$ cat config.mk
export PLATFORM = sky130hd
export DESIGN_NAME = multi_chan_counter_flat
export DESIGN_NICKNAME = d
export VERILOG_FILES = /design/src/rtl/multi_chan_counter_if.sv /design/src/rtl/multi_chan_counter.sv /design/src/flat_wrapper.sv
export SDC_FILE = /design/constraint.sdc
export NUM_CORES = 1
export LEC_CHECK = 0
export ABC_AREA = 1
export CORE_MARGIN = 2
export CORE_UTILIZATION = 54
export CTS_CLUSTER_DIAMETER = 150
export DETAILED_ROUTE_END_ITERATION = 10
export PLACE_DENSITY = 0.91
export SYNTH_ARGS = -nofsm -noshare
export SYNTH_HDL_FRONTEND = slang
export SYNTH_SLANG_ARGS = --single-unit
$ cat constraint.sdc
create_clock -name clk -period 6.5 [get_ports clk]
set_input_delay 1.3 -clock clk [delete_from_list [all_inputs] [get_ports clk]]
set_output_delay 1.3 -clock clk [all_outputs]
set_load 0.01 [all_outputs]
$ cat src/rtl/multi_chan_counter_if.sv
// Snapshot handshake bundle for multi_chan_counter: the counter block is master,
// the snapshot consumer is slave.
interface multi_chan_counter_if #(
  parameter int WIDTH    = 8,
  parameter int CHANNELS = 4
);
  logic                      snap_req;
  logic                      snap_valid;
  logic                      snap_ready;
  logic [CHANNELS*WIDTH-1:0] snap_data;

  // snap_valid/snap_data stay stable while snap_valid is high; a transfer
  // happens on a rising edge where snap_valid && snap_ready.
  modport master (
    input  snap_req,
    input  snap_ready,
    output snap_valid,
    output snap_data
  );

  modport slave (
    output snap_req,
    output snap_ready,
    input  snap_valid,
    input  snap_data
  );
endinterface

$ cat src/rtl/multi_chan_counter.sv
// Bank of independent up/down counters with limit pulses and a coherent snapshot port.
// Optional sticky overflow flags are built when MULTI_CHAN_COUNTER_OVF_STICKY_EN is defined.
module multi_chan_counter #(
  parameter int WIDTH    = 8,
  parameter int CHANNELS = 4,
  parameter int SATURATE = 0
) (
  input  logic                      clk,
  input  logic                      rst,
  input  logic [CHANNELS-1:0]       enable,
  input  logic [CHANNELS-1:0]       down,
  input  logic [CHANNELS-1:0]       clear,
  input  logic [CHANNELS-1:0]       load,
  input  logic [WIDTH-1:0]          load_data,
  output logic [CHANNELS*WIDTH-1:0] data,
  output logic [CHANNELS-1:0]       limit,
  multi_chan_counter_if.master      snap,
  output logic [CHANNELS-1:0]       ovf,
  input  logic [CHANNELS-1:0]       ovf_clr,
  output logic                      snap_state
);

  localparam logic [WIDTH-1:0] MAX_VAL = '1;
  localparam logic [WIDTH-1:0] ONE     = WIDTH'(1);

  typedef enum logic {
    IDLE = 1'b0,
    HOLD = 1'b1
  } snap_state_t;

  logic [WIDTH-1:0]    cnt_q [CHANNELS];
  logic [WIDTH-1:0]    cnt_d [CHANNELS];
  logic [CHANNELS-1:0] at_bound;
  logic [CHANNELS-1:0] limit_d;
  snap_state_t         state_q;
  snap_state_t         state_d;
  logic                capture;

  always_comb begin
    at_bound = '0;
    for (int n = 0; n < CHANNELS; n++) begin
      at_bound[n] = down[n] ? (cnt_q[n] == '0) : (cnt_q[n] == MAX_VAL);
    end
  end

  // clear > load > enable > hold; only an enabled step can raise a limit event
  always_comb begin
    limit_d = '0;
    for (int n = 0; n < CHANNELS; n++) begin
      cnt_d[n] = cnt_q[n];
      if (clear[n]) begin
        cnt_d[n] = '0;
      end else if (load[n]) begin
        cnt_d[n] = load_data;
      end else if (enable[n]) begin
        limit_d[n] = at_bound[n];
        if (!((SATURATE != 0) && at_bound[n])) begin
          cnt_d[n] = down[n] ? (cnt_q[n] - ONE) : (cnt_q[n] + ONE);
        end
      end
    end
  end

  always_ff @(posedge clk or posedge rst) begin
    if (rst) begin
      for (int n = 0; n < CHANNELS; n++) begin
        cnt_q[n] <= '0;
      end
      limit <= '0;
    end else begin
      for (int n = 0; n < CHANNELS; n++) begin
        cnt_q[n] <= cnt_d[n];
      end
      limit <= limit_d;
    end
  end

  for (genvar n = 0; n < CHANNELS; n++) begin : g_pack
    assign data[n*WIDTH +: WIDTH] = cnt_q[n];
  end

  always_comb begin
    state_d = state_q;
    capture = 1'b0;
    case (state_q)
      IDLE: begin
        if (snap.snap_req) begin
          capture = 1'b1;
          state_d = HOLD;
        end
      end
      HOLD: begin
        if (snap.snap_ready) begin
          state_d = IDLE;
        end
      end
      default: state_d = IDLE;
    endcase
  end

  // Capture takes the registered (pre-update) counts of the request edge
  always_ff @(posedge clk or posedge rst) begin
    if (rst) begin
      state_q        <= IDLE;
      snap.snap_data <= '0;
    end else begin
      state_q <= state_d;
      if (capture) begin
        snap.snap_data <= data;
      end
    end
  end

  assign snap.snap_valid = (state_q == HOLD);
  assign snap_state      = (state_q == HOLD);

`ifdef MULTI_CHAN_COUNTER_OVF_STICKY_EN
  logic [CHANNELS-1:0] ovf_q;

  // A new event wins over a simultaneous clear
  always_ff @(posedge clk or posedge rst) begin
    if (rst) begin
      ovf_q <= '0;
    end else begin
      ovf_q <= (ovf_q & ~ovf_clr) | limit_d;
    end
  end

  assign ovf = ovf_q;
`else
  logic [CHANNELS-1:0] ovf_clr_unused;

  assign ovf_clr_unused = ovf_clr;
  assign ovf            = '0;
`endif

endmodule

$ cat src/flat_wrapper.sv
// flat-port wrapper written by rule: the top's interface ports become plain ports
module multi_chan_counter_flat 
#(
  parameter int WIDTH    = 8,
  parameter int CHANNELS = 4,
  parameter int SATURATE = 0
)
  (clk, rst, enable, down, clear, load, load_data, data, limit, ovf, ovf_clr, snap_state, snap_snap_req, snap_snap_ready, snap_snap_valid, snap_snap_data);
  multi_chan_counter_if #(.WIDTH(WIDTH), .CHANNELS(CHANNELS)) snap_i ();
  input  logic clk;
  input  logic rst;
  input  logic [CHANNELS-1:0] enable;
  input  logic [CHANNELS-1:0] down;
  input  logic [CHANNELS-1:0] clear;
  input  logic [CHANNELS-1:0] load;
  input  logic [WIDTH-1:0] load_data;
  output logic [CHANNELS*WIDTH-1:0] data;
  output logic [CHANNELS-1:0] limit;
  output logic [CHANNELS-1:0] ovf;
  input  logic [CHANNELS-1:0] ovf_clr;
  output logic snap_state;
  input wire logic [$bits(snap_i.snap_req)-1:0] snap_snap_req;
  input wire logic [$bits(snap_i.snap_ready)-1:0] snap_snap_ready;
  output wire logic [$bits(snap_i.snap_valid)-1:0] snap_snap_valid;
  output wire logic [$bits(snap_i.snap_data)-1:0] snap_snap_data;
  assign snap_i.snap_req = snap_snap_req;
  assign snap_i.snap_ready = snap_snap_ready;
  assign snap_snap_valid = snap_i.snap_valid;
  assign snap_snap_data = snap_i.snap_data;
  multi_chan_counter #(.WIDTH(WIDTH), .CHANNELS(CHANNELS), .SATURATE(SATURATE)) u_core (.clk(clk), .rst(rst), .enable(enable), .down(down), .clear(clear), .load(load), .load_data(load_data), .data(data), .limit(limit), .snap(snap_i), .ovf(ovf), .ovf_clr(ovf_clr), .snap_state(snap_state));
endmodule
After elaboration in Yosys (flattened, before gate mapping) --
Cells that the tools add are included.
Storage, ports and cells: register bits after elaboration 69, output and inout bits 74, input port bits 32, logic and storage cells 64
Operators by class: reductions and logical operators 8, bitwise logic cells 1, add/subtract/negate cells 8, muxes and demuxes 36, equality and inequality tests 4
Operators by type and width (count):
- 8-bit 2-to-1 mux | 16
- 8-bit by 1-bit adder with 8-bit output, second input constant | 4
- 8-bit equality test, second input constant | 4
- 8-bit zero test | 4
- 8-bit by 1-bit subtractor with 8-bit output, second input constant | 4
- 1-bit 2-to-1 mux | 19
- 3-bit nonzero test | 4
- 1-bit one-hot mux with 2 select lines | 1
- 1-bit NOT | 1

Longest topological paths before layout --
Gate-level depths: netlist (run 1).
word-level depth 5, gate-level depth with buffers 9, depth with buffers taken out 9

Worst setup path before layout (run 1) --
Ideal clock, no wire load.
kind input-to-reg, start in down[1], end reg u_core.cnt_q (netlist bit u_core.data[10]), setup time 0.128 ns, stages 4, arrival 2.233 ns, slack 4.139 ns, path through fa_1 or2_2 a21oi_1 o22ai_2
On the way: cells in the longest elaborated chain, start to end 4
Ends and longest elaborated chain:
- start: declaration | line flat_wrapper.sv:13 | input logic [CHANNELS-1:0] down;
- 8-bit 2-to-1 mux | line multi_chan_counter.sv:58 | cnt_d[n] = down[n] ? (cnt_q[n] - ONE) : (cnt_q[n] + ONE);
- 8-bit 2-to-1 mux | line multi_chan_counter.sv:55 | end else if (enable[n]) begin
- 8-bit 2-to-1 mux | line multi_chan_counter.sv:53 | end else if (load[n]) begin
- 8-bit 2-to-1 mux | line multi_chan_counter.sv:51 | if (clear[n]) begin
- end signal: indexed assignment | line multi_chan_counter.sv:72 | cnt_q[n] <= cnt_d[n];
- end: declaration | line multi_chan_counter.sv:31 | logic [WIDTH-1:0] cnt_q [CHANNELS];
Every way passes these cells. The select of a mux whose other input is x is not followed. A chain may end at the register's enable or synchronous reset.

Worst setup path after layout (run 1) --
start in down[1], end reg u_core.cnt_q (netlist bit u_core.data[12])
The elaborated chain is that of the path after synthesis.

==> impl_metrics.xml, run 1 <==
<?xml version="1.0" encoding="UTF-8"?>
<metrics>
  <group name="power">
    <metric name="vdd_ir_drop_max" unit="mV">0.111</metric>
    <metric name="finalPower" unit="mW">1.34</metric>
    <metric name="power.density" unit="mW/mm²">238</metric>
    <metric name="power.leakage" unit="nW">2.83</metric>
  </group>
  <group name="setup_path">
    <metric name="critical_path.endpoint_type" unit="">flip-flop</metric>
    <metric name="worstPathBufferInverterCount" unit="">1</metric>
    <metric name="crit_start" unit="">down[1]</metric>
    <metric name="cp.required" unit="ps">6760</metric>
    <metric name="crit_path_cell_trace" unit="">clkdlybuf4s50_1, ha_1, nand2_1, nand3_1, nand2_1, or2_2, nand3_1, nand2_1, o21ai_0</metric>
    <metric name="criticalPathCategory" unit="">in2reg</metric>
    <metric name="cpMaxStageDelayCell" unit="">clkdlybuf4s50_1</metric>
    <metric name="cp_max_fo" unit="">9</metric>
    <metric name="cpLargestDelayFamily" unit="">simple AND/OR/NAND/NOR gates</metric>
    <metric name="critical_path.reg2reg.startpoint" unit="">u_core.data[8]</metric>
    <metric name="timing.critical_path.slowest_cell_delay" unit="ps">660</metric>
    <metric name="critical_path_arrival" unit="ps">3200</metric>
    <metric name="critical-path-top-cell-by-count" unit="">nand2_1</metric>
    <metric name="timing.critical_path.from_type" unit="">input pin</metric>
  </group>
  <group name="finish">
    <metric name="area_added_between_synthesis_and_finish" unit="%">27.6</metric>
    <metric name="final_core_utilization" unit="%">69.9</metric>
    <metric name="share_of_cells_above_drive_strength_1" unit="%">5.72</metric>
    <metric name="antenna-diode-count" unit="">0</metric>
    <metric name="stdcell_area" unit="mm²">0.00565</metric>
    <metric name="finish.net_count" unit="">772</metric>
    <metric name="final_instance_count_excl_fillers" unit="">822</metric>
  </group>
  <group name="route">
    <metric name="post-route-drc-count" unit="">0</metric>
    <metric name="drt_wl_total" unit="µm">12100</metric>
    <metric name="vias" unit="">4482</metric>
    <metric name="wl_per_cell" unit="µm">14.8</metric>
    <metric name="detail_route.first_pass.iterations" unit="">5</metric>
    <metric name="post_route_ant_nets" unit="">0</metric>
    <metric name="detail_route.iter0.violations" unit="">185</metric>
    <metric name="via_per_inst" unit="">5.45</metric>
  </group>
  <group name="clocking">
    <metric name="tritoncts.num_buffers" unit="">9</metric>
    <metric name="cts_hold_repair.buffers" unit="">0</metric>
    <metric name="ctsHtreeMaxLevel" unit="">3</metric>
    <metric name="cts.reportedPaths.clkPinSlew" unit="ps">80</metric>
    <metric name="clock-sinks" unit="">69</metric>
    <metric name="tritoncts" unit="">done</metric>
    <metric name="buffer_levels_on_the_longest_clock_path" unit="">2</metric>
    <metric name="postCtsResizedCells" unit="">0</metric>
    <metric name="cts_root_buf" unit="">clkbuf_8</metric>
    <metric name="cts_setup_buffers" unit="">0</metric>
    <metric name="worstSkewPairLatency" unit="ps">350</metric>
  </group>
  <group name="global_route">
    <metric name="remaining_global_route_overflow" unit="">0</metric>
    <metric name="number_of_antenna_violations_at_the_first_check_in_global_routing" unit="">0</metric>
    <metric name="groute.usage.overall" unit="%">28.0</metric>
    <metric name="grt_busiest_layer" unit="">met2</metric>
    <metric name="grtUsageMet3" unit="%">5.35</metric>
    <metric name="via_count_of_the_first_global_routing_pass" unit="">4341</metric>
    <metric name="use_met1" unit="%">34.0</metric>
    <metric name="global_route_wire_length_before_repair" unit="µm">19500</metric>
    <metric name="grt_start_max_net_pins" unit="">70</metric>
    <metric name="grt_util_met2" unit="%">47.9</metric>
  </group>
  <group name="die">
    <metric name="row_count" unit="">33</metric>
    <metric name="io_pins" unit="">106</metric>
    <metric name="die_width" unit="µm">94.6</metric>
    <metric name="initial_utilization" unit="%">54.8</metric>
    <metric name="die_area" unit="mm²">0.00895</metric>
    <metric name="die_ht" unit="µm">94.6</metric>
    <metric name="floorplan.core_area" unit="mm²">0.00809</metric>
  </group>
  <group name="yosys">
    <metric name="synth_enable_flop_cells" unit="">0</metric>
    <metric name="post_synth_instance_area" unit="mm²">0.00443</metric>
    <metric name="syn-mean-instance-area" unit="µm²">7.21</metric>
    <metric name="yosysSeqAreaShare" unit="%">39.0</metric>
    <metric name="synth-async-reset-ratio" unit="%">100</metric>
    <metric name="synth-warning-count" unit="">0</metric>
    <metric name="ys_top_cells_by_area" unit="">dfrtp_1, nand2_1, inv_1</metric>
    <metric name="postSynthRegisterBits" unit="">69</metric>
    <metric name="synth_top_area_share" unit="%">39.0</metric>
    <metric name="synth_top_area_cell" unit="">dfrtp_1</metric>
    <metric name="dominantRegCellSynth" unit="">dfrtp_1</metric>
    <metric name="synth_cell_types" unit="">31</metric>
    <metric name="netlist_instances" unit="">615</metric>
  </group>
  <group name="sta">
    <metric name="max_clock_freq" unit="MHz">340</metric>
    <metric name="setup-tns-final" unit="ps">0</metric>
    <metric name="setup_repair_after_global_routing_missed_its_margin" unit="">false</metric>
    <metric name="worst_slack" unit="ps">3560</metric>
    <metric name="slew_viol_final" unit="">0</metric>
    <metric name="fin_worst_hold_slack" unit="ps">485</metric>
    <metric name="timing_worst_slew_pin_value" unit="ps">857</metric>
    <metric name="finalClockSkew" unit="ps">11.0</metric>
    <metric name="fraction_of_the_cycle_the_final_worst_path_needs" unit="%">45.3</metric>
    <metric name="post-route-min-period" unit="ps">2940</metric>
    <metric name="slew_headroom" unit="%">42.9</metric>
    <metric name="setup_viol" unit="">0</metric>
    <metric name="hold_viol_final" unit="">0</metric>
  </group>
  <group name="flow_run">
    <metric name="max_capacitance_violation_total" unit="">0</metric>
  </group>
  <group name="place">
    <metric name="place_hpwl" unit="µm">9040</metric>
    <metric name="placed_area" unit="mm²">0.00545</metric>
    <metric name="globalplace.congestion" unit="">0.897</metric>
    <metric name="dpl.cell_count" unit="">806</metric>
    <metric name="placement.io_buffers" unit="">97</metric>
    <metric name="pre_cts_slack" unit="ps">3240</metric>
  </group>
  <group name="status">
    <metric name="result_of_the_run" unit="">finished clean</metric>
  </group>
  <group name="worst_hold_path">
    <metric name="min-delay-start" unit="">u_core.snap.snap_data[21]</metric>
    <metric name="holdCritPathClass" unit="">reg2reg</metric>
  </group>
</metrics>
-- area by class of cell --
| type | instances | area (µm²) |
|---|---|---|
| inverters | 108 | 405 |
| flip-flops and latches | 69 | 1730 |
| multi-input cells | 425 | 2200 |
| repair buffers | 99 | 986 |
| fillers | 661 | 2440 |
| well taps | 105 | 131 |
| clock inverters | 5 | 58.8 |
| clock buffers | 11 | 141 |
-- registers in the layout (all words and copies together) (netlist names) --
signal,flops
u_core.limit,4
u_core.snap.snap_data,32
u_core.data,32
u_core.snap.snap_valid,1
-- layout by cell type (no fill, tap or decap), drive strengths merged, types with 2 or more instances in the layout --
master / n
nand3b: 4
nor3: 11
ha: 24
clkinvlp: 2
dfrtp: 69
buf: 2
nand2: 182
fa: 4
or2: 15
nand3: 46
clkdlybuf4s50: 97
o22ai: 7
inv: 109
clkbuf: 11
nand4: 9
o21ai: 79
nor2: 16
a21oi: 20
conb: 4
-- routing by layer --
layer,vias up,routed length [µm]
met5,-,0
met4,0,387
met3,40,802
met1,2090,5000
li1,2153,-
met2,199,5930
-- worst reg2reg max path: stages, from the launching register on --
cell     delay, ps
dfrtp_1        470
fa_1           440
nand2_1        110
nand3_1        100
nand2_1         80
or2_2          100
nand3_1         90
nand2_1         70
o21ai_0         90
-- Yosys cell counts (2+ instances only) --
| library cell | instances |
|---|---|
| buf_2 | 5 |
| fa_1 | 4 |
| o22ai_1 | 5 |
| nand3_1 | 46 |
| or2_1 | 3 |
| buf_4 | 5 |
| nor2_2 | 3 |
| clkbuf_1 | 3 |
| a21oi_1 | 20 |
| or2_2 | 11 |
| dfrtp_1 | 69 |
| nand2_1 | 181 |
| o21ai_2 | 2 |
| nand3b_1 | 4 |
| nor3_1 | 11 |
| nor2_1 | 13 |
| o21ai_1 | 23 |
| o22ai_2 | 2 |
| buf_6 | 3 |
| ha_1 | 24 |
| inv_2 | 4 |
| o21ai_0 | 54 |
| inv_1 | 104 |
| nand4_1 | 9 |
-- where the power goes --
group	switching [mW]	internal (mW)
logic	0.238	0.207
clock network	0.168	0.188
registers	0.0548	0.487
-- worst paths after layout --
path | depth (start not counted) | endpoint | slack, ps
max in group asynchronous | 3 | u_core.data[8] | 4410
max reg2reg | 8 | u_core.data[12] | 4830
min in group asynchronous | 3 | u_core.data[25] | 1520
max | 9 | u_core.data[12] | 3560
min reg2reg | 2 | u_core.snap.snap_data[21] | 480
min | 2 | u_core.snap.snap_data[21] | 480
-- kinds of logic after synthesis --
group,count (synthesis),share of synthesized area (%)
buf+inv,124,11.6
fa+ha+maj,28,8.58
flops,69,39.0
other cells,1,0.0846
simple gates,284,27.6
compound gates,109,13.2
Note: power is estimated with default switching activity, not from simulation.
==> run 2, diff against run 1 <==
--- a/config.mk
+++ b/config.mk
@@ -7,10 +7,10 @@
 export LEC_CHECK = 0
 export ABC_AREA = 1
 export CORE_MARGIN = 2
-export CORE_UTILIZATION = 54
+export CORE_UTILIZATION = 46
 export CTS_CLUSTER_DIAMETER = 150
 export DETAILED_ROUTE_END_ITERATION = 10
-export PLACE_DENSITY = 0.91
+export PLACE_DENSITY = 0.83
 export SYNTH_ARGS = -nofsm -noshare
 export SYNTH_HDL_FRONTEND = slang
 export SYNTH_SLANG_ARGS = --single-unit
==> constraint.sdc (replaced) <==
create_clock -name clk -period 2.6 [get_ports clk]
set_input_delay 0.52 -clock clk [delete_from_list [all_inputs] [get_ports clk]]
set_output_delay 0.52 -clock clk [all_outputs]
set_load 0.01 [all_outputs]
==> impl_metrics.xml, run 2 (same netlist as run 1, synthesis figures left out) <==
<?xml version="1.0" encoding="UTF-8"?>
<metrics>
  <group name="power">
    <metric name="vdd_ir_drop_max" unit="mV">0.329</metric>
    <metric name="power.density" unit="mW/mm²">600</metric>
    <metric name="finalPower" unit="mW">3.42</metric>
    <metric name="power.leakage" unit="nW">2.83</metric>
  </group>
  <group name="route">
    <metric name="via_per_inst" unit="">5.29</metric>
    <metric name="detail_route.iter0.violations" unit="">291</metric>
    <metric name="drt_wl_total" unit="µm">12500</metric>
    <metric name="vias" unit="">4476</metric>
    <metric name="detail_route.first_pass.iterations" unit="">5</metric>
    <metric name="wl_per_cell" unit="µm">14.7</metric>
    <metric name="post-route-drc-count" unit="">0</metric>
    <metric name="post_route_ant_nets" unit="">0</metric>
  </group>
  <group name="place">
    <metric name="placement.io_buffers" unit="">97</metric>
    <metric name="globalplace.congestion" unit="">0.886</metric>
    <metric name="placed_area" unit="mm²">0.00550</metric>
    <metric name="place_hpwl" unit="µm">9290</metric>
  </group>
  <group name="clocking">
    <metric name="cts.reportedPaths.clkPinSlew" unit="ps">70</metric>
    <metric name="buffer_levels_on_the_longest_clock_path" unit="">2</metric>
    <metric name="cts_setup_buffers" unit="">0</metric>
    <metric name="tritoncts" unit="">done</metric>
    <metric name="ctsHtreeMaxLevel" unit="">3</metric>
    <metric name="tritoncts.num_buffers" unit="">9</metric>
    <metric name="worstSkewPairLatency" unit="ps">350</metric>
    <metric name="cts_root_buf" unit="">clkbuf_8</metric>
    <metric name="postCtsResizedCells" unit="">0</metric>
    <metric name="cts_hold_repair.buffers" unit="">0</metric>
    <metric name="clock-sinks" unit="">69</metric>
  </group>
  <group name="sta">
    <metric name="finalClockSkew" unit="ps">6.92</metric>
    <metric name="timing_worst_slew_pin_value" unit="ps">540</metric>
    <metric name="post-route-min-period" unit="ps">2120</metric>
    <metric name="setup_repair_after_global_routing_missed_its_margin" unit="">false</metric>
    <metric name="fraction_of_the_cycle_the_final_worst_path_needs" unit="%">81.4</metric>
    <metric name="max_clock_freq" unit="MHz">472</metric>
    <metric name="slew_headroom" unit="%">64.0</metric>
    <metric name="hold_viol_final" unit="">0</metric>
    <metric name="setup_viol" unit="">0</metric>
    <metric name="setup-tns-final" unit="ps">0</metric>
    <metric name="slew_viol_final" unit="">0</metric>
  </group>
  <group name="die">
    <metric name="die_width" unit="µm">102</metric>
    <metric name="row_count" unit="">35</metric>
    <metric name="die_ht" unit="µm">102</metric>
    <metric name="floorplan.core_area" unit="mm²">0.00928</metric>
    <metric name="io_pins" unit="">106</metric>
    <metric name="initial_utilization" unit="%">47.7</metric>
    <metric name="die_area" unit="mm²">0.0104</metric>
  </group>
  <group name="setup_path">
    <metric name="critical-path-top-cell-by-count" unit="">nand2_1</metric>
    <metric name="cp_max_fo" unit="">9</metric>
    <metric name="timing.critical_path.slowest_cell_delay" unit="ps">650</metric>
    <metric name="cp.required" unit="ps">2840</metric>
    <metric name="criticalPathCategory" unit="">in2reg</metric>
    <metric name="timing.critical_path.from_type" unit="">input pin</metric>
    <metric name="worstPathBufferInverterCount" unit="">2</metric>
    <metric name="cpMaxStageDelayCell" unit="">clkdlybuf4s50_1</metric>
    <metric name="cpLargestDelayFamily" unit="">buffers and inverters</metric>
    <metric name="crit_path_cell_trace" unit="">clkdlybuf4s50_1, ha_1, nand2_1, inv_1, a21oi_1, nand2_1, nand2_1, nand3_1, nand2_1, nand2_1</metric>
    <metric name="critical_path_arrival" unit="ps">2360</metric>
    <metric name="critical_path.endpoint_type" unit="">flip-flop</metric>
  </group>
  <group name="global_route">
    <metric name="groute.usage.overall" unit="%">24.6</metric>
    <metric name="grt_start_max_net_pins" unit="">70</metric>
    <metric name="via_count_of_the_first_global_routing_pass" unit="">4383</metric>
    <metric name="number_of_antenna_violations_at_the_first_check_in_global_routing" unit="">0</metric>
    <metric name="remaining_global_route_overflow" unit="">0</metric>
    <metric name="global_route_wire_length_before_repair" unit="µm">20100</metric>
  </group>
  <group name="finish">
    <metric name="finish.net_count" unit="">772</metric>
    <metric name="commonest_non_fill_non_tap_cell_in_the_layout" unit="">nand2_1</metric>
    <metric name="area_added_between_synthesis_and_finish" unit="%">28.7</metric>
    <metric name="final_core_utilization" unit="%">61.4</metric>
    <metric name="share_of_cells_above_drive_strength_1" unit="%">5.44</metric>
    <metric name="antenna-diode-count" unit="">0</metric>
    <metric name="stdcell_area" unit="mm²">0.00570</metric>
    <metric name="layout.cells.most_common_list" unit="">nand2_1, inv_1, clkdlybuf4s50_1</metric>
  </group>
  <group name="flow_run">
    <metric name="max_capacitance_violation_total" unit="">0</metric>
  </group>
  <group name="status">
    <metric name="result_of_the_run" unit="">finished clean</metric>
  </group>
  <group name="worst_hold_path">
    <metric name="holdCritPathClass" unit="">reg2reg</metric>
  </group>
</metrics>
[run 2: tightest hold or removal path, stage by stage, from the launching register on]
cell and delay, ps:
dfrtp_1 340, nand2_1 50, o21ai_0 60
[run 2: metal layers]
layer	GRT usage [%]	wire length (µm)
met1	31.0	5230
met2	40.4	5950
met4	11.9	401
met5	0	0
met3	5.20	878
[run 2: final timing paths]
path                                                 from                        end  slack (ps)  cells past startpoint
worst min register to register  u_core.snap.snap_data[25]  u_core.snap.snap_data[25]         480                      2
worst max register to register             u_core.data[0]             u_core.data[6]         940                      9
worst max-delay path                              down[1]            u_core.data[15]         480                     10
worst min-delay path            u_core.snap.snap_data[25]  u_core.snap.snap_data[25]         480                      2
min in group asynchronous                             rst  u_core.snap.snap_data[27]         580                      3
max in group asynchronous                             rst            u_core.data[14]        1750                      3
[run 2: cell type report]
| class | count | area, µm² |
|---|---|---|
| Clock buffer | 12 | 135 |
| Inverter | 108 | 405 |
| Timing Repair Buffer | 99 | 998 |
| Multi-Input combinational cell | 425 | 2200 |
| Tap cell | 129 | 161 |
| Clock inverter | 4 | 72.6 |
| Sequential cell | 69 | 1730 |
| Fill cell | 812 | 3580 |
[run 2: power by group]
group,internal [mW],leakage (nW),switching (mW),total [mW]
clock,0.540,0.101,0.414,0.954
combinational,0.520,1.83,0.597,1.12
sequential,1.22,0.908,0.136,1.35
[run 2: stage by stage]
step / setup slack (ps) / std cells / hold slack, ps
2_1_floorplan: 340 / 618 / 519
6_report: 483 / 846 / 485
4_1_cts: 487 / 846 / 494
5_1_grt: 358 / 846 / 510
3_5_place_dp: 139 / 830 / 475
3_3_place_gp: 218 / 830 / 468
==> run 3, diff against run 2 <==
--- a/config.mk
+++ b/config.mk
@@ -7,10 +7,10 @@
 export LEC_CHECK = 0
 export ABC_AREA = 1
 export CORE_MARGIN = 2
-export CORE_UTILIZATION = 46
+export CORE_UTILIZATION = 51
 export CTS_CLUSTER_DIAMETER = 150
 export DETAILED_ROUTE_END_ITERATION = 10
-export PLACE_DENSITY = 0.83
+export PLACE_DENSITY = 0.87
 export SYNTH_ARGS = -nofsm -noshare
 export SYNTH_HDL_FRONTEND = slang
 export SYNTH_SLANG_ARGS = --single-unit
==> constraint.sdc (replaced) <==
create_clock -name clk -period 2.1 [get_ports clk]
set_input_delay 0.42 -clock clk [delete_from_list [all_inputs] [get_ports clk]]
set_output_delay 0.42 -clock clk [all_outputs]
set_load 0.01 [all_outputs]
==> impl_metrics.xml, run 3 (same netlist as run 1, synthesis figures left out) <==
<?xml version="1.0" encoding="UTF-8"?>
<metrics>
  <group name="status">
    <metric name="result_of_the_run" unit="">finished clean</metric>
  </group>
  <group name="finish">
    <metric name="commonest_non_fill_non_tap_cell_in_the_layout" unit="">nand2_1</metric>
    <metric name="layout.cells.most_common_list" unit="">nand2_1, inv_1, clkdlybuf4s50_1</metric>
    <metric name="fillCellCount" unit="">697</metric>
    <metric name="area_added_between_synthesis_and_finish" unit="%">31.1</metric>
    <metric name="share_of_cells_above_drive_strength_1" unit="%">8.16</metric>
    <metric name="finish.net_count" unit="">790</metric>
    <metric name="antenna-diode-count" unit="">0</metric>
    <metric name="final_instance_count_excl_fillers" unit="">843</metric>
    <metric name="final_core_utilization" unit="%">67.6</metric>
  </group>
  <group name="setup_path">
    <metric name="critical_path.endpoint_type" unit="">flip-flop</metric>
    <metric name="critical-path-top-cell-by-count" unit="">nand2_1</metric>
    <metric name="timing.critical_path.slowest_cell_delay" unit="ps">590</metric>
    <metric name="crit_path_cell_trace" unit="">clkdlybuf4s50_1, fa_1, nand2_1, nand3_1, nand3_1, nand2_1, nand2_1, nand3_1, nand2_1, nand2_1</metric>
    <metric name="cp_max_fo" unit="">8</metric>
    <metric name="cpMaxStageDelayCell" unit="">clkdlybuf4s50_1</metric>
    <metric name="critical_path_arrival" unit="ps">2130</metric>
    <metric name="criticalPathCategory" unit="">in2reg</metric>
    <metric name="worst-r2r-cell-count" unit="">8</metric>
    <metric name="cp.required" unit="ps">2340</metric>
    <metric name="timing.critical_path.from_type" unit="">input pin</metric>
  </group>
  <group name="die">
    <metric name="die_area" unit="mm²">0.00945</metric>
    <metric name="floorplan.core_area" unit="mm²">0.00859</metric>
    <metric name="io_pins" unit="">106</metric>
    <metric name="initial_utilization" unit="%">51.6</metric>
    <metric name="die_width" unit="µm">97.2</metric>
    <metric name="die_ht" unit="µm">97.2</metric>
    <metric name="row_count" unit="">34</metric>
  </group>
  <group name="place">
    <metric name="globalplace.congestion" unit="">0.981</metric>
    <metric name="placement.io_buffers" unit="">97</metric>
    <metric name="dpl.cell_count" unit="">827</metric>
    <metric name="place_hpwl" unit="µm">9350</metric>
  </group>
  <group name="sta">
    <metric name="post-route-min-period" unit="ps">1890</metric>
    <metric name="setup_repair_after_global_routing_missed_its_margin" unit="">false</metric>
    <metric name="finalClockSkew" unit="ps">16.3</metric>
    <metric name="fin_worst_hold_slack" unit="ps">491</metric>
    <metric name="max_clock_freq" unit="MHz">528</metric>
    <metric name="fraction_of_the_cycle_the_final_worst_path_needs" unit="%">90.1</metric>
    <metric name="slew_viol_final" unit="">0</metric>
    <metric name="setup_viol" unit="">0</metric>
    <metric name="hold_viol_final" unit="">0</metric>
  </group>
  <group name="route">
    <metric name="via_per_inst" unit="">5.35</metric>
    <metric name="drt_wl_total" unit="µm">12400</metric>
    <metric name="detail_route.first_pass.iterations" unit="">5</metric>
    <metric name="detail_route.iter0.violations" unit="">277</metric>
    <metric name="vias" unit="">4512</metric>
    <metric name="post_route_ant_nets" unit="">0</metric>
    <metric name="post-route-drc-count" unit="">0</metric>
    <metric name="wl_per_cell" unit="µm">14.7</metric>
  </group>
  <group name="clocking">
    <metric name="cts_root_buf" unit="">clkbuf_8</metric>
    <metric name="tritoncts" unit="">done</metric>
    <metric name="ctsHtreeMaxLevel" unit="">3</metric>
    <metric name="cts_hold_repair.buffers" unit="">0</metric>
    <metric name="buffer_levels_on_the_longest_clock_path" unit="">2</metric>
    <metric name="postCtsResizedCells" unit="">0</metric>
    <metric name="cts_setup_buffers" unit="">0</metric>
    <metric name="tritoncts.num_buffers" unit="">9</metric>
    <metric name="clock-sinks" unit="">69</metric>
    <metric name="worstSkewPairLatency" unit="ps">360</metric>
    <metric name="cts.reportedPaths.clkPinSlew" unit="ps">80</metric>
  </group>
  <group name="global_route">
    <metric name="remaining_global_route_overflow" unit="">0</metric>
    <metric name="via_count_of_the_first_global_routing_pass" unit="">4421</metric>
    <metric name="number_of_antenna_violations_at_the_first_check_in_global_routing" unit="">0</metric>
    <metric name="groute.usage.overall" unit="%">26.9</metric>
    <metric name="grt_start_max_net_pins" unit="">70</metric>
    <metric name="global_route_wire_length_before_repair" unit="µm">20800</metric>
  </group>
  <group name="flow_run">
    <metric name="max_capacitance_violation_total" unit="">0</metric>
  </group>
  <group name="power">
    <metric name="vdd_ir_drop_max" unit="mV">0.328</metric>
    <metric name="power.density" unit="mW/mm²">728</metric>
    <metric name="power.leakage" unit="nW">2.91</metric>
  </group>
  <group name="worst_hold_path">
    <metric name="worstHoldPathCells" unit="">2</metric>
    <metric name="holdCritPathClass" unit="">reg2reg</metric>
  </group>
</metrics>
-- run 3: per-layer routing --
layer  GRT usage (%)  vias up  routed length, µm
met2            45.1      189               6050
met4            11.9        0                389
met5               0        -                  0
met1            34.6     2079               5180
met3            4.24       44                774
li1                -     2200                  -
-- run 3: cell type report --
class	count	area (µm²)	share of cell area [%]
repair buffers	117	1130	19.5
clock buffers	9	124	2.13
well taps	108	135	2.33
flip-flops and latches	69	1730	29.7
inverters	108	409	7.04
clock inverters	7	76.3	1.31
multi-input cells	425	2200	37.9
-- run 3: final timing paths --
kind,from,to,slack [ps]
worst max-delay path,down[0],u_core.data[6],210
worst min-delay path,u_core.snap.snap_data[28],u_core.snap.snap_data[28],490
worst max register to register,u_core.data[24],u_core.data[28],400
worst min register to register,u_core.snap.snap_data[28],u_core.snap.snap_data[28],490
max in group asynchronous,rst,u_core.data[5],1280
min in group asynchronous,rst,u_core.snap.snap_data[20],530
-- run 3: where the power goes --
group / switching (mW) / total, mW / leakage, nW / internal (mW)
Sequential: 0.173 / 1.68 / 0.908 / 1.51
Combinational: 0.749 / 1.44 / 1.91 / 0.691
Clock: 0.557 / 1.11 / 0.0954 / 0.552
-- run 3: worst max-delay path: cells and delay by family --
| family | cells | cell delay [ps] |
|---|---|---|
| buffers and inverters | 1 | 590 |
| adders and majority gates | 1 | 520 |
| and+or+nand+nor | 8 | 600 |
-- run 3: through the flow --
step | setup WS [ps] | total power, mW | cell area [µm²] | TNS, ps
floorplan | 593 | 2.43 | 4450 | 0
CTS | 202 | 4.23 | 5810 | 0
global route | 100 | 4.48 | 5810 | 0
detailed placement | -138 | 3.13 | 5610 | -937
global placement | -69.9 | 3.06 | 5610 | -195
finish | 207 | 4.23 | 5810 | 0
==> patch 1: new RTL, flow settings as in run 3 <==
Build with the macro `MULTI_CHAN_COUNTER_OVF_STICKY_EN` defined.
--- a/src/rtl/multi_chan_counter.sv
+++ b/src/rtl/multi_chan_counter.sv
@@ -1,5 +1,7 @@
 // Bank of independent up/down counters with limit pulses and a coherent snapshot port.
 // Optional sticky overflow flags are built when MULTI_CHAN_COUNTER_OVF_STICKY_EN is defined.
+`define MULTI_CHAN_COUNTER_OVF_STICKY_EN
+
 module multi_chan_counter #(
   parameter int WIDTH    = 8,
   parameter int CHANNELS = 4,
Function: changed (a bounded check fails within 4 cycles, from zero or initial values and one cycle with rst high).
==> patch 1 against run 3 <==
Register-to-register slack got worse by 90 ps. Clock skew fell by 8.5 ps. Sequential power grew 7%. Routed wire length increased by 5.6%. Setup slack worse by 32 ps. Utilization up 3.0 points. Sequential cell count grew 4. Die area is 2.2% higher. Power is 7.4% higher. Synthesized area is 2.3% higher. Final cell count grew 3.0%. Final area up 5.4%.
==> patch 1: results (changes against run 3) <==
| Metric | Value |
|---|---|
| End of the worst register-to-register path | u_core.data[20] |
| Metal1 wirelength | 5350 µm (+3.3%) |
| Initial drt markers | 260 (-6.1%) |
| Synth Register Bits | 73 (+5.8%) |
| First-pass iteration count of the detailed router | 8 (+3) |
| I/O Buffers | 105 (+8.2%) |
| Static leakage | 3.14 nW (+7.8%) |
| Critical Path Max Stage Delay | 550 ps (-40 ps) |
| Dpl ws | -223 ps (-85.2 ps) |
| Number of global-route vias before repair | 4,653 (+5.2%) |
| Met3 GRT Util | 4.51% (+0.27 points) |
| Fill count | 687 (-1.4%) |
| Non-clk buf share | 21.3% (+1.7 points) |
| Post-Syn Instances | 623 (+1.3%) |
| Bufs w/o clock | 133 (+14%) |
| P_comb | 1.59 mW (+10%) |
| Met2 global-route usage | 46.1% (+0.96 points) |
| Worst vdd rail ir drop | 498 µV (+52%) |
| Layout cell share with drive strength beyond 1 | 8.16% (about the same) |
| Skew final | 7.75 ps (-8.52 ps) |
| Min-delay worst type | input port to async pin |
| Routed wl met3 | 988 µm (+28%) |
| Yosys cell types | 33 (+6.5%) |
| Routed len/inst | 15.1 µm (+2.5%) |
| Worst Path Arrival | 2170 ps (+40 ps) |
| Largest net degree at the start of global routing | 66 (-5.7%) |
| Detailed placer's ending HPWL | 9870 µm (+5.6%) |
| R2r setup slk | 310 ps (-90 ps) |
| Sequential fraction of the synthesis area | 40.3% (+1.3 points) |
| Worst-path fanout max | 6 (-2) |
| Top cells by area, synth | dfrtp_1, nand2_1, inv_1 |
| Seq. cell area | 1830 µm² (+5.8%) |
| Status | finished, final reports clean |
| Met1 GRT Util | 34.8% (+0.24 points) |
| NumNets Final | 815 (+3.2%) |
| GRT Total Usage | 27.5% (+0.62 points) |
| First-pass GRT wire length | 21,500 µm (+3.4%) |
| Worst hold margin | 428 ps (-63.0 ps) |
| Post-Syn Area per Cell | 7.28 µm² (+1.0%) |
## patch 1: cell types whose count changed after synthesis, sizes merged, moves of 5 or more
cell,change
a21oi,+8
buf,-5
nand2,+7
nand3,-11
nor2,+9
o21ai,-13
or2,-6
## patch 1: worst max path at each step
stage	startpoint	end	slack (ps)	cells past startpoint
final	down[1]	u_core.data[15]	180	11
after global routing	down[0]	u_core.data[7]	70	11
after CTS	down[2]	u_core.data[20]	140	9
after detailed placement	down[2]	u_core.data[20]	-220	9
after global placement	down[2]	u_core.data[20]	-200	9
after floorplan	u_core.data[0]	u_core.data[4]	550	8
## patch 1: kinds of logic (layout without fill, tap and decap cells)
family	count (synthesis)	in the layout	share of synthesized area (%)
AND/OR/NAND/NOR	288	288	27.1
buffers and inverters	121	258	10.4
AO/OA/AOI/OAI	109	109	13.0
flip-flops	73	73	40.3
adder cells (fa/ha/maj)	28	28	8.39
XOR/XNOR	4	4	0.773
==> patch 2: new RTL, settings of run 3 <==
Made on the original files. `WIDTH` is set to 8 in 3 places; all go to 7.
--- a/src/rtl/multi_chan_counter_if.sv
+++ b/src/rtl/multi_chan_counter_if.sv
@@ -1,7 +1,7 @@
 // Snapshot handshake bundle for multi_chan_counter: the counter block is master,
 // the snapshot consumer is slave.
 interface multi_chan_counter_if #(
-  parameter int WIDTH    = 8,
+  parameter int WIDTH    = 7,
   parameter int CHANNELS = 4
 );
   logic                      snap_req;
--- a/src/rtl/multi_chan_counter.sv
+++ b/src/rtl/multi_chan_counter.sv
@@ -1,7 +1,7 @@
 // Bank of independent up/down counters with limit pulses and a coherent snapshot port.
 // Optional sticky overflow flags are built when MULTI_CHAN_COUNTER_OVF_STICKY_EN is defined.
 module multi_chan_counter #(
-  parameter int WIDTH    = 8,
+  parameter int WIDTH    = 7,
   parameter int CHANNELS = 4,
   parameter int SATURATE = 0
 ) (
--- a/src/flat_wrapper.sv
+++ b/src/flat_wrapper.sv
@@ -1,7 +1,7 @@
 // flat-port wrapper written by rule: the top's interface ports become plain ports
 module multi_chan_counter_flat 
 #(
-  parameter int WIDTH    = 8,
+  parameter int WIDTH    = 7,
   parameter int CHANNELS = 4,
   parameter int SATURATE = 0
 )
Ports: changed (resized data, load_data and snap_snap_data); port bits go from 106 to 97. No check against the original RTL was run, so the function may have changed too.
==> patch 2 against run 3 <==
Sequential share of layout area rose by 0.59 points. Critical endpoint is now data[22]. Sequential cell count fell by 8. Critical path type is now register to primary output. Final area fell by 13%. Power fell by 12%. Setup slack improved by 19 ps. Clock skew fell by 6.8 ps. Synthesized area fell by 14%. Routed wire length fell by 18%.
==> patch 2: results (changes against run 3) <==
| Metric | Value |
|---|---|
| Status | finished, final reports clean |
| Worst r2r path cells | 9 (+1) |
| Met3 GRT Util | 6.59% (+2.3 points) |
| Static leakage | 2.52 nW (-13%) |
| Final Hold Fails | 0 (unchanged) |
| Clock transition at the registers of the reported paths | around 70 ps |
| Later-pin clock latency in the skew report | 330 ps (-30 ps) |
| Min-delay worst type | input port to async pin |
| I/O Buffers | 88 (-9.3%) |
| Worst Path Arrival | 1450 ps (-680 ps) |
| Crit path to | data[22] |
| GRT Total Usage | 25.5% (-1.4 points) |
| Number of global-route vias before repair | 3,635 (-18%) |
| R2r setup slk | 480 ps (+80 ps) |
| CTS Root Cell | clkbuf_8 |
| Routed len/inst | 14.4 µm (-1.8%) |
| Layout Area Growth over Synthesis | 31.7% |
| Top cells by area, synth | dfrtp_1, nand2_1, inv_1 |
| Dpl ws | -99.4 ps (+38.7 ps) |
| Yosys cell types | 30 (-3.2%) |
| Post-CTS setup buffer count | 0 (unchanged) |
| Skew final | 9.51 ps (-6.76 ps) |
| Post-cts sizing count | 0 (unchanged) |
| RePlAce Congestion | 0.923 (-5.9%) |
| Delay-heaviest family, CP | buffers and inverters |
| First-pass iteration count of the detailed router | 5 (unchanged) |
| Yosys warns | 0 (unchanged) |
| Num CTS Buffers | 9 (unchanged) |
| Largest net degree at the start of global routing | 62 (-11%) |
| Worst vdd rail ir drop | 470 µV (+43%) |
| Final WS setup | 226 ps (+19.0 ps) |
| Worst-path fanout max | 7 (-1) |
| Met1 GRT Util | 30.9% (-3.7 points) |
| Initial drt markers | 169 (-39%) |
| Layout cell share with drive strength beyond 1 | 7.89% (-0.27 points) |
| Met2 global-route usage | 44.8% (-0.36 points) |
| NumNets Final | 659 (-17%) |
| First-pass GRT wire length | 17,000 µm (-18%) |
| Diode count | 0 (unchanged) |
| Fill count | 610 (-12%) |
| Sw power | 1.21 mW (-18%) |
| Initial antenna violation count | 0 (unchanged) |
| Post-synth ARST share | 100% (unchanged) |
| Detailed placer's ending HPWL | 7640 µm (-18%) |
| Via count | 3,752 (-17%) |
| Synth top cells by count | nand2_1, inv_1, dfrtp_1, o21ai_0, nand3_1 |
| Placed Instance Area | 4840 µm² (-14%) |
| End of the worst register-to-register path | u_core.data[27] |
| Sequential fraction of the synthesis area | 39.9% (+0.97 points) |
| Crit path launch | u_core.data[22] |
| Clock tree buffer depth | 2 (unchanged) |
## patch 2: layout make-up
class,count,area share (%)
Sequential cell,61,30.3
Clock buffer,15,3.90
Tap cell,99,2.46
Multi-Input combinational cell,349,37.6
Timing Repair Buffer,100,19.5
Inverter,83,6.19
## patch 2: how the worst min path moves through the flow
stage	endpoint	slack [ps]	startpoint	cells after the start
after floorplan	u_core.snap.snap_data[0]	520	u_core.snap.snap_data[0]	2
after global placement	u_core.snap.snap_data[10]	470	u_core.snap.snap_data[10]	2
after detailed placement	u_core.snap.snap_data[18]	470	u_core.snap.snap_data[18]	2
after CTS	u_core.snap.snap_data[18]	490	u_core.snap.snap_data[18]	2
after global routing	u_core.snap.snap_data[6]	510	u_core.snap.snap_data[6]	2
final	u_core.data[10]	490	rst	3
## patch 2: kinds of logic (layout without fill, tap and decap cells)
logic type | Yosys count | count (layout) | share of synthesized area, %
AO/OA/AOI/OAI | 97 | 97 | 13.9
adder cells (fa/ha/maj) | 24 | 24 | 8.64
AND/OR/NAND/NOR | 214 | 214 | 23.9
other | 1 | 4 | 0.0981
XOR/XNOR | 4 | 4 | 0.916
buffers and inverters | 97 | 198 | 10.8
flip-flops | 61 | 61 | 39.9
multiplexers | 6 | 6 | 1.77
## patch 2: metrics by stage
step                instances  total power, mW  hold slack, ps
finish                    707             3.74             486
CTS                       707             3.76             488
global route              707             3.97             509
floorplan                 507             2.14             519
detailed placement        692             2.73             473
global placement          692             2.68             466
## patch 2: routing by layer
layer / routed length (µm) / vias to the layer above
met4: 172 / 0
met5: 0 / -
met1: 4210 / 1776
met2: 5170 / 130
met3: 659 / 16
li1: - / 1830
## patch 2: power groups by stage
stage,clock network [mW],logic (mW),registers [mW]
floorplan,0,0.588,1.56
global placement,0,1.17,1.50
detailed placement,0,1.22,1.51
CTS,1.03,1.24,1.49
global route,1.08,1.37,1.52
finish,1.02,1.23,1.49
## patch 2: worst reg2reg max path, delay by kind of cell, from the launching register on
family / cells / cell delay [ps]
simple gates: 8 / 600
flops: 1 / 490
fa+ha+maj: 1 / 420
